==> config.mk <==
export PLATFORM = sky130hd
export DESIGN_NAME = udma_uart_lsu_resp
export DESIGN_NICKNAME = d
export VERILOG_FILES = /design/src/rtl/udma_uart_lsu_pkg.sv /design/src/rtl/udma_uart_lsu_timeout.sv /design/src/rtl/udma_uart_lsu_resp.sv
export SDC_FILE = /design/constraint.sdc
export NUM_CORES = 1
export LEC_CHECK = 0
export CAP_MARGIN = 20
export CORE_MARGIN = 5
export CORE_UTILIZATION = 56
export CTS_BUF_LIST = sky130_fd_sc_hd__clkbuf_8
export DETAILED_ROUTE_END_ITERATION = 7
export PLACE_DENSITY = 0.88
export SLEW_MARGIN = 10
export SYNTH_ARGS = -nofsm -noshare
export SYNTH_HDL_FRONTEND = slang
export SYNTH_HIERARCHICAL = 1
export SYNTH_SLANG_ARGS = --single-unit
==> constraint.sdc <==
create_clock -name clk_i -period 10.5 [get_ports clk_i]
set_input_delay 1.575 -clock clk_i [delete_from_list [all_inputs] [get_ports clk_i]]
set_output_delay 1.575 -clock clk_i [all_outputs]
set_load 0.02 [all_outputs]
==> src/rtl/udma_uart_lsu_pkg.sv <==
// Shared constants and state encoding for the UART load-store responder.
package udma_uart_lsu_pkg;

  localparam logic [7:0] CMD_WR  = 8'h57;
  localparam logic [7:0] CMD_RD  = 8'h52;
  localparam logic [7:0] RSP_OK  = 8'h4B;
  localparam logic [7:0] RSP_ERR = 8'h45;

  localparam int TMO_W = 16;

  typedef enum logic [2:0] {
    IDLE      = 3'd0,
    ADDR      = 3'd1,
    DATA      = 3'd2,
    MEM_REQ   = 3'd3,
    MEM_WAIT  = 3'd4,
    RESP_HDR  = 3'd5,
    RESP_DATA = 3'd6
  } lsu_state_e;

endpackage

==> src/rtl/udma_uart_lsu_timeout.sv <==
// Inter-byte timeout counter: clears on demand, counts while enabled,
// flags the terminal count one cycle before it would reach LIMIT.
module udma_uart_lsu_timeout
  import udma_uart_lsu_pkg::*;
#(
  parameter int unsigned LIMIT = 65535
) (
  input  logic clk_i,
  input  logic rst_i,
  input  logic clr_i,
  input  logic en_i,
  output logic tc_o
);

  localparam logic [TMO_W-1:0] TC_VAL = TMO_W'(LIMIT - 1);

  logic [TMO_W-1:0] cnt_q, cnt_d;

  always_comb begin
    cnt_d = cnt_q;
    if (clr_i)
      cnt_d = '0;
    else if (en_i)
      cnt_d = cnt_q + 1'b1;
  end

  always_ff @(posedge clk_i or posedge rst_i) begin
    if (rst_i)
      cnt_q <= '0;
    else
      cnt_q <= cnt_d;
  end

  assign tc_o = en_i && (cnt_q == TC_VAL);

endmodule

==> src/rtl/udma_uart_lsu_resp.sv <==
// UART-side target of the load-store link: parses W/R packets from the rx
// byte stream, runs one 32-bit memory access and streams the reply to tx.
module udma_uart_lsu_resp
  import udma_uart_lsu_pkg::*;
#(
  parameter int unsigned TIMEOUT_CYC = 65535,
  parameter int unsigned ADDR_W      = 32
) (
  input  logic              clk_i,
  input  logic              rst_i,
  input  logic              en_i,
  input  logic [7:0]        rx_data_i,
  input  logic              rx_valid_i,
  output logic              rx_ready_o,
  output logic [7:0]        tx_data_o,
  output logic              tx_valid_o,
  input  logic              tx_ready_i,
  output logic              mem_req_o,
  input  logic              mem_gnt_i,
  output logic              mem_we_o,
  output logic [ADDR_W-1:0] mem_addr_o,
  output logic [31:0]       mem_wdata_o,
  output logic [3:0]        mem_be_o,
  input  logic              mem_rvalid_i,
  input  logic [31:0]       mem_rdata_i,
  input  logic              mem_err_i,
  output logic              busy_o,
  output logic              err_o,
  input  logic              err_clr_i
);

  lsu_state_e        state_q, state_d;
  logic              we_q, we_d;
  logic [ADDR_W-1:0] addr_q, addr_d;
  logic [31:0]       wdata_q, wdata_d;
  logic [31:0]       rdata_q, rdata_d;
  logic [7:0]        hdr_q, hdr_d;
  logic [1:0]        byteCnt_q, byteCnt_d;
  logic              gotRsp_q, gotRsp_d;
  logic              err_q, err_d;
  logic              errSet;
  logic              rxFire;
  logic              inRxPhase;
  logic              tmoTc;

  // Reset is folded in so the accept strobe stays low while reset is held.
  assign rx_ready_o = !rst_i && (!en_i || state_q == IDLE || state_q == ADDR || state_q == DATA);
  assign rxFire     = rx_valid_i && rx_ready_o;
  assign inRxPhase  = (state_q == ADDR) || (state_q == DATA);

  udma_uart_lsu_timeout #(
    .LIMIT (TIMEOUT_CYC)
  ) u_timeout (
    .clk_i (clk_i),
    .rst_i (rst_i),
    .clr_i (rxFire || (state_d != state_q) || !inRxPhase),
    .en_i  (inRxPhase),
    .tc_o  (tmoTc)
  );

  always_comb begin
    state_d   = state_q;
    we_d      = we_q;
    addr_d    = addr_q;
    wdata_d   = wdata_q;
    rdata_d   = rdata_q;
    hdr_d     = hdr_q;
    byteCnt_d = byteCnt_q;
    gotRsp_d  = gotRsp_q;
    errSet    = 1'b0;
    case (state_q)
      IDLE: begin
        if (en_i && rx_valid_i) begin
          if (rx_data_i == CMD_WR || rx_data_i == CMD_RD) begin
            state_d   = ADDR;
            we_d      = (rx_data_i == CMD_WR);
            byteCnt_d = 2'd0;
          end else begin
            state_d = RESP_HDR;
            we_d    = 1'b0;
            hdr_d   = RSP_ERR;
            errSet  = 1'b1;
          end
        end
      end
      ADDR, DATA: begin
        // A byte landing on the terminal count wins over the timeout.
        if (!en_i) begin
          state_d = IDLE;
        end else if (rx_valid_i) begin
          byteCnt_d = byteCnt_q + 2'd1;
          if (state_q == ADDR)
            addr_d = {addr_q[ADDR_W-9:0], rx_data_i};
          else
            wdata_d = {wdata_q[23:0], rx_data_i};
          if (byteCnt_q == 2'd3)
            state_d = (state_q == ADDR && we_q) ? DATA : MEM_REQ;
        end else if (tmoTc) begin
          state_d = IDLE;
          errSet  = 1'b1;
        end
      end
      MEM_REQ: begin
        if (mem_gnt_i) begin
          state_d = MEM_WAIT;
          if (mem_rvalid_i) begin
            gotRsp_d = 1'b1;
            rdata_d  = mem_rdata_i;
            hdr_d    = mem_err_i ? RSP_ERR : RSP_OK;
            errSet   = mem_err_i;
          end
        end
      end
      MEM_WAIT: begin
        if (gotRsp_q) begin
          state_d  = RESP_HDR;
          gotRsp_d = 1'b0;
        end else if (mem_rvalid_i) begin
          state_d = RESP_HDR;
          rdata_d = mem_rdata_i;
          hdr_d   = mem_err_i ? RSP_ERR : RSP_OK;
          errSet  = mem_err_i;
        end
      end
      RESP_HDR: begin
        if (tx_ready_i) begin
          byteCnt_d = 2'd0;
          state_d   = (hdr_q == RSP_OK && !we_q) ? RESP_DATA : IDLE;
        end
      end
      RESP_DATA: begin
        if (tx_ready_i) begin
          byteCnt_d = byteCnt_q + 2'd1;
          if (byteCnt_q == 2'd3)
            state_d = IDLE;
        end
      end
      default: state_d = IDLE;
    endcase
    err_d = errSet ? 1'b1 : (err_clr_i ? 1'b0 : err_q);
  end

  always_ff @(posedge clk_i or posedge rst_i) begin
    if (rst_i) begin
      state_q   <= IDLE;
      we_q      <= 1'b0;
      addr_q    <= '0;
      wdata_q   <= '0;
      rdata_q   <= '0;
      hdr_q     <= '0;
      byteCnt_q <= '0;
      gotRsp_q  <= 1'b0;
      err_q     <= 1'b0;
    end else begin
      state_q   <= state_d;
      we_q      <= we_d;
      addr_q    <= addr_d;
      wdata_q   <= wdata_d;
      rdata_q   <= rdata_d;
      hdr_q     <= hdr_d;
      byteCnt_q <= byteCnt_d;
      gotRsp_q  <= gotRsp_d;
      err_q     <= err_d;
    end
  end

  always_comb begin
    tx_data_o = 8'h00;
    if (state_q == RESP_HDR) begin
      tx_data_o = hdr_q;
    end else if (state_q == RESP_DATA) begin
      case (byteCnt_q)
        2'd0:    tx_data_o = rdata_q[31:24];
        2'd1:    tx_data_o = rdata_q[23:16];
        2'd2:    tx_data_o = rdata_q[15:8];
        default: tx_data_o = rdata_q[7:0];
      endcase
    end
  end

  assign tx_valid_o  = (state_q == RESP_HDR) || (state_q == RESP_DATA);
  assign mem_req_o   = (state_q == MEM_REQ);
  assign mem_we_o    = we_q;
  assign mem_addr_o  = addr_q;
  assign mem_wdata_o = wdata_q;
  assign mem_be_o    = 4'hF;
  assign busy_o      = (state_q != IDLE);
  assign err_o       = err_q;

endmodule

==> results.json <==
{
  "status": "finished, final reports clean",
  "maxSlewViolCount": 0,
  "cts_max_level": 4,
  "period_needed_ps": 4460,
  "core_mm2": 0.00982,
  "synth_top_area_cell": "dfrtp_1",
  "rows": 36,
  "root_buffer": "clkbuf_8",
  "fin_nets": 628,
  "cts_sinks": 123,
  "post-route-util": 0.751,
  "area.growth.synth_to_final_pct": 30.6,
  "rsz0062_at_grt": "no",
  "maxCapViolCount": 0,
  "firstDrtPassIters": 5,
  "p_clk_frac": 0.239,
  "swShare": 0.352,
  "die_w_um": 110,
  "ys_seq_area_frac": 0.545,
  "critPathMaxStageDelay_ps": 620,
  "grt_max_degree": 80,
  "synth_seq_cells": 123,
  "p_leak_nw": 3.25,
  "worst_setup_path_start_kind": "input pin",
  "power_switching_uw": 608,
  "cts_tree": "done",
  "cts_resized": 0,
  "numCtsBuffers": 17,
  "cp_max_fo": 5,
  "cpMaxStageDelayCell": "clkdlybuf4s50_1",
  "syn-cell-area_mm2": 0.00565,
  "ys.flop_type": "dfrtp_1",
  "layout-drive-gt1-share": 0.177,
  "worst-endpoint-arrival_ps": 2890,
  "drc": 0,
  "die_h_um": 110,
  "diodes": 0,
  "synth_cell_type_count": 60,
  "wl_um": 13500,
  "ios": 131,
  "setup_violations": 0,
  "globalRouteOverflowTotal": 0,
  "insertion_delay_ps": 420,
  "die_area_mm2": 0.0122,
  "place_inst": 687,
  "wl_per_cell_um": 18.8,
  "skew_ps": 7.52,
  "min_period_over_period": 0.425,
  "gp_congestion": 0.924,
  "achievable-frequency_ghz": 0.224,
  "hpwl_um": 9490,
  "via_count": 4089,
  "ir_worst_vdd_v": 0.000187,
  "clk_pin_slew_ps": 70,
  "avgSynthCellArea_um2": 12.7,
  "antenna_found_initial": 0,
  "hold_viol": 0,
  "synth_edf_count": 0,
  "p_per_area_mw_per_mm2": 234,
  "path_cells": "clkdlybuf4s50_1, a21oi_1, clkdlybuf4s50_1",
  "post_cts.repair.setup_buffers": 0,
  "grt_pass1_wl_um": 22800,
  "relSlewSlack": 0.356,
  "vias_per_cell": 5.69,
  "pwr-share-comb": 0.350,
  "clk_path_buf_depth": 2,
  "async_flop_share": 1.00,
  "grt_pass1_vias": 4473,
  "p_int_mw": 1.12,
  "worst_pin_slew_ps": 965,
  "hold_buffers": 0,
  "synth_cells": 446,
  "synthTopCellsByArea": "dfrtp_1, mux2_2, mux2_1",
  "layout.cells.non_filler": 719,
  "grtUsageTotal": 0.227,
  "critPathMostFrequentCell": "clkdlybuf4s50_1",
  "yosys_warnings": 6,
  "critical_path_class": "in2out",
  "yosys.area.top_type_share": 0.545,
  "ant_nets": 0,
  "holdCritPathClass": "reg2reg",
  "tns_ps": 0,
  "start_util": 0.575,
  "numPortBuffers": 126,
  "cp.required_ps": 8930,
  "initialDrtViolationCount": 230,
  "sequentialPowerShare": 0.411,
  "critPathCaptureType": "output port"
}
-- final timing paths --
kind                       slack (ps)                               to  cells after the start                        start
max in group asynchronous        7630       mem_addr_o[16]$_DFFE_PP0P_                      3                        rst_i
setup reg to reg                 6210  u_timeout/cnt_q[15]$_DFFE_PP0P_                     14         state_q[0]$_DFF_PP0_
min in group asynchronous        1580           rdata_q[1]$_DFFE_PP0P_                      2                        rst_i
hold reg to reg                   500      mem_wdata_o[28]$_DFFE_PP0P_                      1  mem_wdata_o[28]$_DFFE_PP0P_
hold / removal                    500      mem_wdata_o[28]$_DFFE_PP0P_                      1  mem_wdata_o[28]$_DFFE_PP0P_
setup / recovery                 6040                       rx_ready_o                      3                         en_i
-- stage by stage --
stage / setup slack (ps) / cell area (um2) / hold slack, ps / power [mW]
after floorplan: 6110 / 5660 / 448 / 1.07
after global placement: 6060 / 6970 / 466 / 1.29
after detailed placement: 6040 / 6970 / 479 / 1.32
after CTS: 6030 / 7370 / 498 / 1.74
after global routing: 5880 / 7370 / 511 / 1.82
final: 6040 / 7370 / 495 / 1.73
-- area by class of cell --
cell class / count / area, um2
Multi-Input combinational cell: 287 / 2380
Timing Repair Buffer: 131 / 1300
Inverter: 13 / 51.3
Clock inverter: 15 / 168
Clock buffer: 17 / 234
Sequential cell: 123 / 3080
Fill cell: 654 / 2440
Tap cell: 133 / 166
-- logic make-up (layout without fill, tap and decap cells) --
kind of cell / Yosys count / after routing / share of synthesized area
other cells: 1 / 4 / 0.000664
simple gates: 106 / 106 / 0.113
flops: 123 / 123 / 0.545
buf+inv: 39 / 176 / 0.0370
mux: 98 / 98 / 0.195
compound gates: 61 / 61 / 0.0771
xor+xnor: 12 / 12 / 0.0186
fa+ha+maj: 6 / 6 / 0.0133
-- worst max-delay path: cells and delay by family --
kind / cells / cell delay [ps]
AO/OA/AOI/OAI: 1 / 170
buffers and inverters: 2 / 1140
-- power groups by stage --
stage / logic, mW / registers, mW / clock network, mW
after CTS: 0.609 / 0.710 / 0.420
after global routing: 0.651 / 0.726 / 0.442
after floorplan: 0.312 / 0.754 / 0
final: 0.604 / 0.711 / 0.414
after global placement: 0.586 / 0.703 / 0
after detailed placement: 0.601 / 0.716 / 0
-- cell usage after synthesis (all sizes together), types with 5 or more instances --
| cell | n |
|---|---|
| a21oi | 18 |
| a222oi | 8 |
| buf | 22 |
| dfrtp | 123 |
| ha | 6 |
| inv | 13 |
| mux2 | 98 |
| nand2 | 16 |
| nand2b | 9 |
| nand3 | 5 |
| nor2 | 36 |
| nor3 | 5 |
| nor4 | 7 |
| o21ai | 11 |
| or3 | 5 |
| xnor2 | 10 |
-- per-layer routing --
layer | wire length, um | GRT usage | vias up
met5 | 0 | 0 | -
met4 | 210 | 0.0714 | 0
met3 | 1140 | 0.0859 | 20
met2 | 6820 | 0.381 | 147
met1 | 5330 | 0.272 | 2066
li1 | - | - | 1856
-- registers in the layout (all words and copies together) (netlist names) --
name / cells
u_timeout/cnt_q: 16
byteCnt_q: 2
err_o: 1
rdata_q: 32
state_q: 3
mem_addr_o: 32
hdr_q: 3
mem_we_o: 1
gotRsp_q: 1
mem_wdata_o: 32
-- placed cells by master, fill, tap and decap left out, drive strengths merged, types with 6 or more instances in the layout --
| master | instances |
|---|---|
| a21oi | 18 |
| mux2 | 98 |
| inv | 15 |
| a222oi | 8 |
| nor4 | 7 |
| nand2b | 9 |
| ha | 6 |
| clkdlybuf4s50 | 126 |
| clkinv | 6 |
| xnor2 | 10 |
| nor2 | 36 |
| nand2 | 16 |
| dfrtp | 123 |
| clkbuf | 17 |
| o21ai | 11 |
Note: power is estimated with default switching activity, not from simulation.
